## src/rtl/pc_seq_ctrl.sv

```systemverilog
// Multicycle next-PC sequencer: IDLE -> DECODE -> RESOLVE -> UPDATE, one instruction per 4 cycles.
// Latency: accept in cycle N, done/new pc visible in N+3. Optional macro PC_ALIGN_CHECK_EN flags misaligned jr/jalr targets.
module pc_seq_ctrl #(
    parameter logic [31:0] RESET_PC = 32'h0040_0000
) (
    input  logic        clk,
    input  logic        rst,
    input  logic        instr_valid,
    input  logic [31:0] instr,
    input  logic [31:0] rs_val,
    input  logic [31:0] rt_val,
    output logic        ready,
    output logic [31:0] pc,
    output logic [31:0] imm_ext,
    output logic        br_taken,
    output logic        link_we,
    output logic [31:0] link_addr,
    output logic        done,
    output logic        addr_err
);

    typedef enum logic [1:0] {
        S_IDLE,
        S_DECODE,
        S_RESOLVE,
        S_UPDATE
    } state_t;

    localparam logic [5:0] OP_SPECIAL = 6'b000000;
    localparam logic [5:0] OP_REGIMM  = 6'b000001;
    localparam logic [5:0] OP_J       = 6'b000010;
    localparam logic [5:0] OP_JAL     = 6'b000011;
    localparam logic [5:0] OP_BEQ     = 6'b000100;
    localparam logic [5:0] OP_BNE     = 6'b000101;
    localparam logic [5:0] OP_ANDI    = 6'b001100;
    localparam logic [5:0] OP_ORI     = 6'b001101;
    localparam logic [5:0] OP_XORI    = 6'b001110;
    localparam logic [5:0] OP_LUI     = 6'b001111;
    localparam logic [5:0] FN_JR      = 6'b001000;
    localparam logic [5:0] FN_JALR    = 6'b001001;
    localparam logic [4:0] RT_BGEZ    = 5'b00001;

    state_t      state_q;
    logic [31:0] instr_q;
    logic [31:0] pc_plus4_q;
    logic [31:0] rs_q;
    logic [31:0] rt_q;
    logic [31:0] pc_q;
    logic [31:0] imm_q;
    logic [31:0] link_addr_q;
    logic        ready_q;
    logic        br_taken_q;
    logic        link_we_q;
    logic        done_q;

    logic [31:0] imm_d;
    logic        taken_d;
    logic [31:0] target_d;
    logic        link_d;
    logic        reg_jump_d;
    logic        err_d;

    // Immediate extension is decided from the live instruction so it is ready in DECODE.
    always_comb begin
        imm_d = {{16{instr[15]}}, instr[15:0]};
        case (instr[31:26])
            OP_ANDI, OP_ORI, OP_XORI, OP_LUI: imm_d = {16'h0000, instr[15:0]};
            default: ;
        endcase
    end

    always_comb begin
        logic [5:0]  opcode;
        logic [5:0]  funct;
        logic [4:0]  rt_f;
        logic [31:0] br_off;
        opcode     = instr_q[31:26];
        funct      = instr_q[5:0];
        rt_f       = instr_q[20:16];
        br_off     = {{14{instr_q[15]}}, instr_q[15:0], 2'b00};
        taken_d    = 1'b0;
        target_d   = pc_plus4_q;
        link_d     = 1'b0;
        reg_jump_d = 1'b0;
        case (opcode)
            OP_BEQ: begin
                taken_d  = (rs_q == rt_q);
                target_d = pc_plus4_q + br_off;
            end
            OP_BNE: begin
                taken_d  = (rs_q != rt_q);
                target_d = pc_plus4_q + br_off;
            end
            OP_REGIMM: begin
                if (rt_f == RT_BGEZ) begin
                    taken_d  = ~rs_q[31];
                    target_d = pc_plus4_q + br_off;
                end
            end
            OP_J, OP_JAL: begin
                taken_d  = 1'b1;
                target_d = {pc_plus4_q[31:28], instr_q[25:0], 2'b00};
                link_d   = (opcode == OP_JAL);
            end
            OP_SPECIAL: begin
                if (funct == FN_JR || funct == FN_JALR) begin
                    taken_d    = 1'b1;
                    target_d   = rs_q;
                    reg_jump_d = 1'b1;
                    link_d     = (funct == FN_JALR);
                end
            end
            default: ;
        endcase
    end

`ifdef PC_ALIGN_CHECK_EN
    logic addr_err_q;
    assign err_d    = reg_jump_d && (target_d[1:0] != 2'b00);
    assign addr_err = addr_err_q;
`else
    assign err_d    = 1'b0;
    assign addr_err = 1'b0;
`endif

    always_ff @(posedge clk) begin
        if (rst) begin
            state_q     <= S_IDLE;
            instr_q     <= 32'h0;
            pc_plus4_q  <= 32'h0;
            rs_q        <= 32'h0;
            rt_q        <= 32'h0;
            pc_q        <= RESET_PC;
            imm_q       <= 32'h0;
            link_addr_q <= 32'h0;
            ready_q     <= 1'b1;
            br_taken_q  <= 1'b0;
            link_we_q   <= 1'b0;
            done_q      <= 1'b0;
`ifdef PC_ALIGN_CHECK_EN
            addr_err_q  <= 1'b0;
`endif
        end else begin
            br_taken_q <= 1'b0;
            link_we_q  <= 1'b0;
            done_q     <= 1'b0;
`ifdef PC_ALIGN_CHECK_EN
            addr_err_q <= 1'b0;
`endif
            case (state_q)
                S_IDLE: begin
                    if (instr_valid) begin
                        instr_q    <= instr;
                        pc_plus4_q <= pc_q + 32'd4;
                        imm_q      <= imm_d;
                        ready_q    <= 1'b0;
                        state_q    <= S_DECODE;
                    end
                end
                S_DECODE: begin
                    rs_q    <= rs_val;
                    rt_q    <= rt_val;
                    state_q <= S_RESOLVE;
                end
                // Outputs are registered here so the new pc and done appear together in UPDATE.
                S_RESOLVE: begin
                    done_q  <= 1'b1;
                    state_q <= S_UPDATE;
                    if (err_d) begin
`ifdef PC_ALIGN_CHECK_EN
                        addr_err_q <= 1'b1;
`endif
                    end else begin
                        pc_q       <= taken_d ? target_d : pc_plus4_q;
                        br_taken_q <= taken_d;
                        link_we_q  <= link_d;
                        if (link_d) begin
                            link_addr_q <= pc_plus4_q;
                        end
                    end
                end
                S_UPDATE: begin
                    ready_q <= 1'b1;
                    state_q <= S_IDLE;
                end
                default: begin
                    ready_q <= 1'b1;
                    state_q <= S_IDLE;
                end
            endcase
        end
    end

    assign ready     = ready_q;
    assign pc        = pc_q;
    assign imm_ext   = imm_q;
    assign br_taken  = br_taken_q;
    assign link_we   = link_we_q;
    assign link_addr = link_addr_q;
    assign done      = done_q;

endmodule

```

## config.mk

```make
export PLATFORM = sky130hd
export DESIGN_NAME = pc_seq_ctrl
export DESIGN_NICKNAME = d
export VERILOG_FILES = /design/src/rtl/pc_seq_ctrl.sv
export SDC_FILE = /design/constraint.sdc
export NUM_CORES = 1
export LEC_CHECK = 0
export ABC_AREA = 1
export BUFFER_PORTS_ARGS = -buffer_cell sky130_fd_sc_hd__buf_2
export CAP_MARGIN = 20
export CORE_MARGIN = 2
export CORE_UTILIZATION = 27
export CTS_CLUSTER_SIZE = 28
export DETAILED_ROUTE_END_ITERATION = 10
export PLACE_DENSITY = 0.47
export REMOVE_ABC_BUFFERS = 1
export SLEW_MARGIN = 10
export SYNTH_ARGS = -nofsm -noshare
export SYNTH_HDL_FRONTEND = slang
export SYNTH_SLANG_ARGS = --single-unit
export TNS_END_PERCENT = 30
```

## constraint.sdc

```tcl
create_clock -name clk -period 4.01 [get_ports clk]
set_clock_uncertainty 0.2 [all_clocks]
set_input_delay 0.6015 -clock clk [delete_from_list [all_inputs] [get_ports clk]]
set_output_delay 0.6015 -clock clk [all_outputs]
set_load 0.02 [all_outputs]
```

After elaboration in Yosys (flattened, before gate mapping):

Index checks and enable logic that the tools add are counted.

* register bits: 230
* bits in latches: 0
* bits in writable memories: 0
* memory bits (read-only): 0
* memories kept: 0

* add/sub/neg operators: 2
* $mul: 0
* div/mod/pow operators: 0
* magnitude comparators: 0
* eq/ne operators: 18
* shifts and indexed selects: 0
* mux-type cells: 15
* bitwise operators: 2
* reduce and logical (&&, ||, !) cells: 11

Operators with widths (number)
* two-way mux 32 bit: 4
* one-hot mux 32 bit (4 select lines): 1
* equality test 6 x 4 -> 1 bit (second input constant): 6
* adder 32 x 3 -> 32 bit (second input constant): 1
* adder 32 bit: 1
* equality test 32 bit: 1
* inequality test 32 bit: 1
* equality test 6 x 2 -> 1 bit (second input constant): 2
* equality test 6 x 3 -> 1 bit (second input constant): 2
* one-hot mux 2 bit (4 select lines): 1
* equality test 6 x 1 -> 1 bit (second input constant): 1
* zero test 6 bit: 1
* AND reduction 2 bit: 3
* OR reduction 2 bit: 3
* equality test 5 x 1 -> 1 bit (second input constant): 1
* two-way mux 1 bit: 5
* one-hot mux 1 bit (5 select lines): 1
* equality test 2 bit (second input constant): 2
* one-hot mux 1 bit (2 select lines): 2
* OR reduction 4 bit: 1
* equality test 2 x 1 -> 1 bit (second input constant): 1
* zero test 2 bit: 1
* two-way mux 2 bit: 1
* inequality test 2 bit (second input constant): 1
* other kinds (3): 4

Logic depth before layout (Yosys ltp):

* depth in word-level cells: 5
* mapped depth: 18
* gate-level depth less buffers: 18

Worst setup path after synthesis:

OpenSTA, ideal clock, no wires.

* path type: reg-to-reg
* start point: reg instr_q[15]
* end point: reg pc_q[18], in the netlist pc[18]
* data arrival time: 2.014 ns
* data required time: 3.693 ns
* path slack: 1.679 ns
* stages on the path, launching flop included: 13
* clock period less this slack: 2.331 ns
* cells stage by stage: dfxtp_1 ha_1 nand2_1 inv_1 a21oi_1 o21ai_0 inv_1 nand2_1 or2_2 nand3_1 a21oi_1 nor2_1 nor2_1

* longest elaborated chain between the ends: 4

Ends and longest elaborated chain
* start: declaration: RTL line 44 `logic [31:0] instr_q;`
* start signal: assignment: RTL line 153 `instr_q <= instr;`
* adder 32 bit *: RTL line 88, 92, 97
* two-way mux 32 bit: RTL line 95 `if (rt_f == RT_BGEZ) begin`
* one-hot mux 32 bit (4 select lines) *: RTL line 85 `case (opcode)`
* two-way mux 32 bit *: RTL line 174 `pc_q <= taken_d ? target_d : pc_plus4_q;`
* end signal: assignment: RTL line 174
* end: declaration: RTL line 48 `logic [31:0] pc_q;`

Every way passes the cells marked *; elsewhere a longest branch is shown, timed or not.
A chain may end at the register's enable or synchronous reset.

Worst setup path after layout:

* start point: reg instr_q[0]
* end point: reg pc_q[8], in the netlist pc[8]

* longest elaborated chain between the ends: 5

Ends and longest elaborated chain (RTL line)
* branches (longest 4 deep; another with adder 32 bit)
* two-way mux 32 bit *: 174

Every way passes the cells marked *.

==> results.sh <==
export IMPL_status="finished clean"
export IMPL_gp_congestion=0.8448
export IMPL_clk_pin_slew_ps=80
export IMPL_min_delay_start="rt_val[12]"
export IMPL_cp_start_kind="register"
export IMPL_cts_sinks=199
export IMPL_synth_seq_area_share=0.3461
export IMPL_cp_slowest_cell="dfxtp_1"
export IMPL_maxSlewViolCount=0
export IMPL_via_per_inst=4.668
export IMPL_crit_type="register to register"
export IMPL_diodes=0
export IMPL_hold_class="input pin to register"
export IMPL_grt_max_degree=87
export IMPL_grt_pass1_wl_um=62220
export IMPL_slew_headroom=0.3051
export IMPL_critPathBufInv=2
export IMPL_postCtsHoldBufs=0
export IMPL_clock_latency_ps=450
export IMPL_cp_arrival_ps=2990
export IMPL_final_instance_count_excl_fill=2420
export IMPL_p_total_mw=9.033
export IMPL_start_util=0.2738
export IMPL_wire_per_inst_um=16.61
export IMPL_num_vias=11300
export IMPL_layout_common_cells="nand2_1, nor2_1, inv_1"
export IMPL_cts_resized=0
export IMPL_ys_seq_elements=199
export IMPL_grt_pass1_vias=10910
export IMPL_dieArea_mm2=0.04430
export IMPL_p_leak_nw=6.220
export IMPL_max_cap_violations=0
export IMPL_cts_tree="built"
export IMPL_crit_path_cell_trace="ha_1, inv_1, fa_1, nor2_1, nor2_1, o21ai_0, nand2_1, nand2_1, o211ai_1, a21oi_1, o21ai_0, nand2_1, inv_1"
export IMPL_worstReg2RegEnd="pc[8]"
export IMPL_clock_path_buffers=2
export IMPL_end_kind="register"
export IMPL_fin_tns_setup_ps=0
export IMPL_r2r_slack_ps=1180
export IMPL_syn_area_mm2=0.01151
export IMPL_final_layout_size_suffix_gt1_frac=0.1659
export IMPL_final_util=0.3176
export IMPL_synth_cells=1737
export IMPL_wirelength_um=40200
export IMPL_fin_crit_sh=0.7046
export IMPL_ant_nets=0
export IMPL_grt_overflow=0
export IMPL_vdd_drop_max_uv=258.7
export IMPL_ff_latch_area_mm2=0.003984
export IMPL_post_cts_buffers=0
export IMPL_grt_usage=0.1827
export IMPL_yosysWarnings=0
export IMPL_synth_cell_types=51
export IMPL_multi_input_area_mm2=0.006136
export IMPL_setup_violations=0
export IMPL_htreeDepth=4
export IMPL_root_buffer="clkbuf_16"
export IMPL_hold_depth=3
export IMPL_drt_iter0_markers=729
export IMPL_dieWidth_um=210.5
export IMPL_drc=0
export IMPL_cts_buffers=17
export IMPL_nets=2002
export IMPL_place_inst=2388
export IMPL_antenna_found_initial=0
export IMPL_fill_cells=4687
export IMPL_rows=75
export IMPL_io_pins=200
export IMPL_p_per_area_mw_per_mm2=676.6
export IMPL_max_slew_worst_pin_slew_ps=1041
export IMPL_ys_dominant_reg_cell="dfxtp_1"
export IMPL_syn2layout_area_growth_pct=15.98
export IMPL_firstDrtPassIters=5
export IMPL_synth_enable_flop_cells=0
export IMPL_place_hpwl_um=31280
export IMPL_worstPathRequired_ps=4170
export IMPL_critPathTopFamily="compound AO/OA/AOI/OAI gates"
export IMPL_min_to="rt_q[12]"
export IMPL_period_minus_slack_ps=2826
export IMPL_hold_viol=0
export IMPL_fmax_ghz=0.3539
export IMPL_layout_commonest_cell="nand2_1"
export IMPL_async_flop_share=0
export IMPL_rr_worst_depth=13
export IMPL_rsz0062_at_grt="false"
export IMPL_port_buffers=198
export IMPL_die_height_um=210.5
export IMPL_syn_area_per_cell_um2=6.627
export IMPL_critPathMaxFanout=4
export IMPL_coreArea_mm2=0.04204
export IMPL_path_common_cell="nand2_1"
export IMPL_crit_reg2reg_launch="instr_q[0]"
export IMPL_cpPeakStageDelay_ps=490
[per-layer routing]
metal	routed length, um	track usage	up-vias
li1	-	-	5847
met1	19910	0.2578	5147
met2	17480	0.2855	263
met3	2008	0.02920	39
met4	806	0.05537	0
met5	0	0	-
[flip-flops by register name (all words and copies together), names as in the netlist]
name,flops
instr_q,32
link_we,1
rs_q,32
ready,1
rt_q,32
imm_ext,1
pc,32
br_taken,1
link_addr,32
state_q,2
done,1
pc_plus4_q,32
[worst max path at each step]
stage                 from             end  slack (ps)  cells after the start
2_1_floorplan   state_q[0]  pc_plus4_q[21]         210                      6
3_3_place_gp       rs_q[4]          pc[18]        1230                     15
3_5_place_dp       rs_q[4]          pc[18]        1180                     15
4_1_cts            rs_q[4]          pc[18]        1160                     15
5_1_grt        instr_q[15]          pc[27]         930                     13
6_report        instr_q[0]           pc[8]        1180                     13
[cells by family after synthesis]
family,Yosys count,share of synthesized area
AO/OA/AOI/OAI,402,0.1925
XOR/XNOR,36,0.02739
other,1,0.0003258
flip-flops,199,0.3461
buffers and inverters,322,0.1211
adder cells (fa/ha/maj),35,0.03870
AND/OR/NAND/NOR,742,0.2739
[synth_stat cells, drive strengths merged, types with 6 or more instances]
master / instances / share of area
nand2: 356 / 0.12
nor2: 241 / 0.082
inv: 218 / 0.071
o21ai: 203 / 0.089
dfxtp: 199 / 0.35
a21oi: 148 / 0.069
nand3: 91 / 0.042
buf: 56 / 0.034
clkbuf: 47 / 0.015
ha: 34 / 0.037
xnor2: 22 / 0.017
nor3: 17 / 0.010
o211ai: 14 / 0.0091
xor2: 14 / 0.011
nand4: 10 / 0.0054
or2: 10 / 0.0054
a22o: 8 / 0.0061
a31oi: 8 / 0.0043
nand3b: 8 / 0.0052
o21bai: 6 / 0.0039
o221ai: 6 / 0.0046
[power by group]
| group | total [mW] | switching (mW) | internal, mW | leakage [nW] |
|---|---|---|---|---|
| registers | 3.22 | 0.631 | 2.59 | 1.63 |
| clock network | 1.78 | 0.837 | 0.944 | 0.281 |
| logic | 4.03 | 2.71 | 1.32 | 4.31 |
[worst reg2reg max path: cells and delay by family, from the launching register on]
kind / cells / cell delay [ps]
flip-flops: 1 / 490
AO/OA/AOI/OAI: 4 / 830
AND/OR/NAND/NOR: 5 / 450
adder cells (fa/ha/maj): 2 / 660
buffers and inverters: 2 / 90
[through the flow]
| stage | setup slack [ps] | area [um^2] | hold WS, ps |
|---|---|---|---|
| floorplan | 211.7 | 10940 | 245.8 |
| global placement | 1226 | 12760 | 239.5 |
| detailed placement | 1177 | 12760 | 255.8 |
| CTS | 1156 | 13350 | 136.3 |
| global route | 925.1 | 13350 | 149.0 |
| finish | 1184 | 13350 | 165.1 |
[area by class of cell]
type,instances,area share
clock buffers,19,0.03318
inverters,219,0.06176
clock inverters,13,0.01087
multi-input cells,1216,0.4596
well taps,539,0.05052
flip-flops and latches,199,0.2984
repair buffers,215,0.08566
No activity file was read; power rests on OpenSTA's default activity.
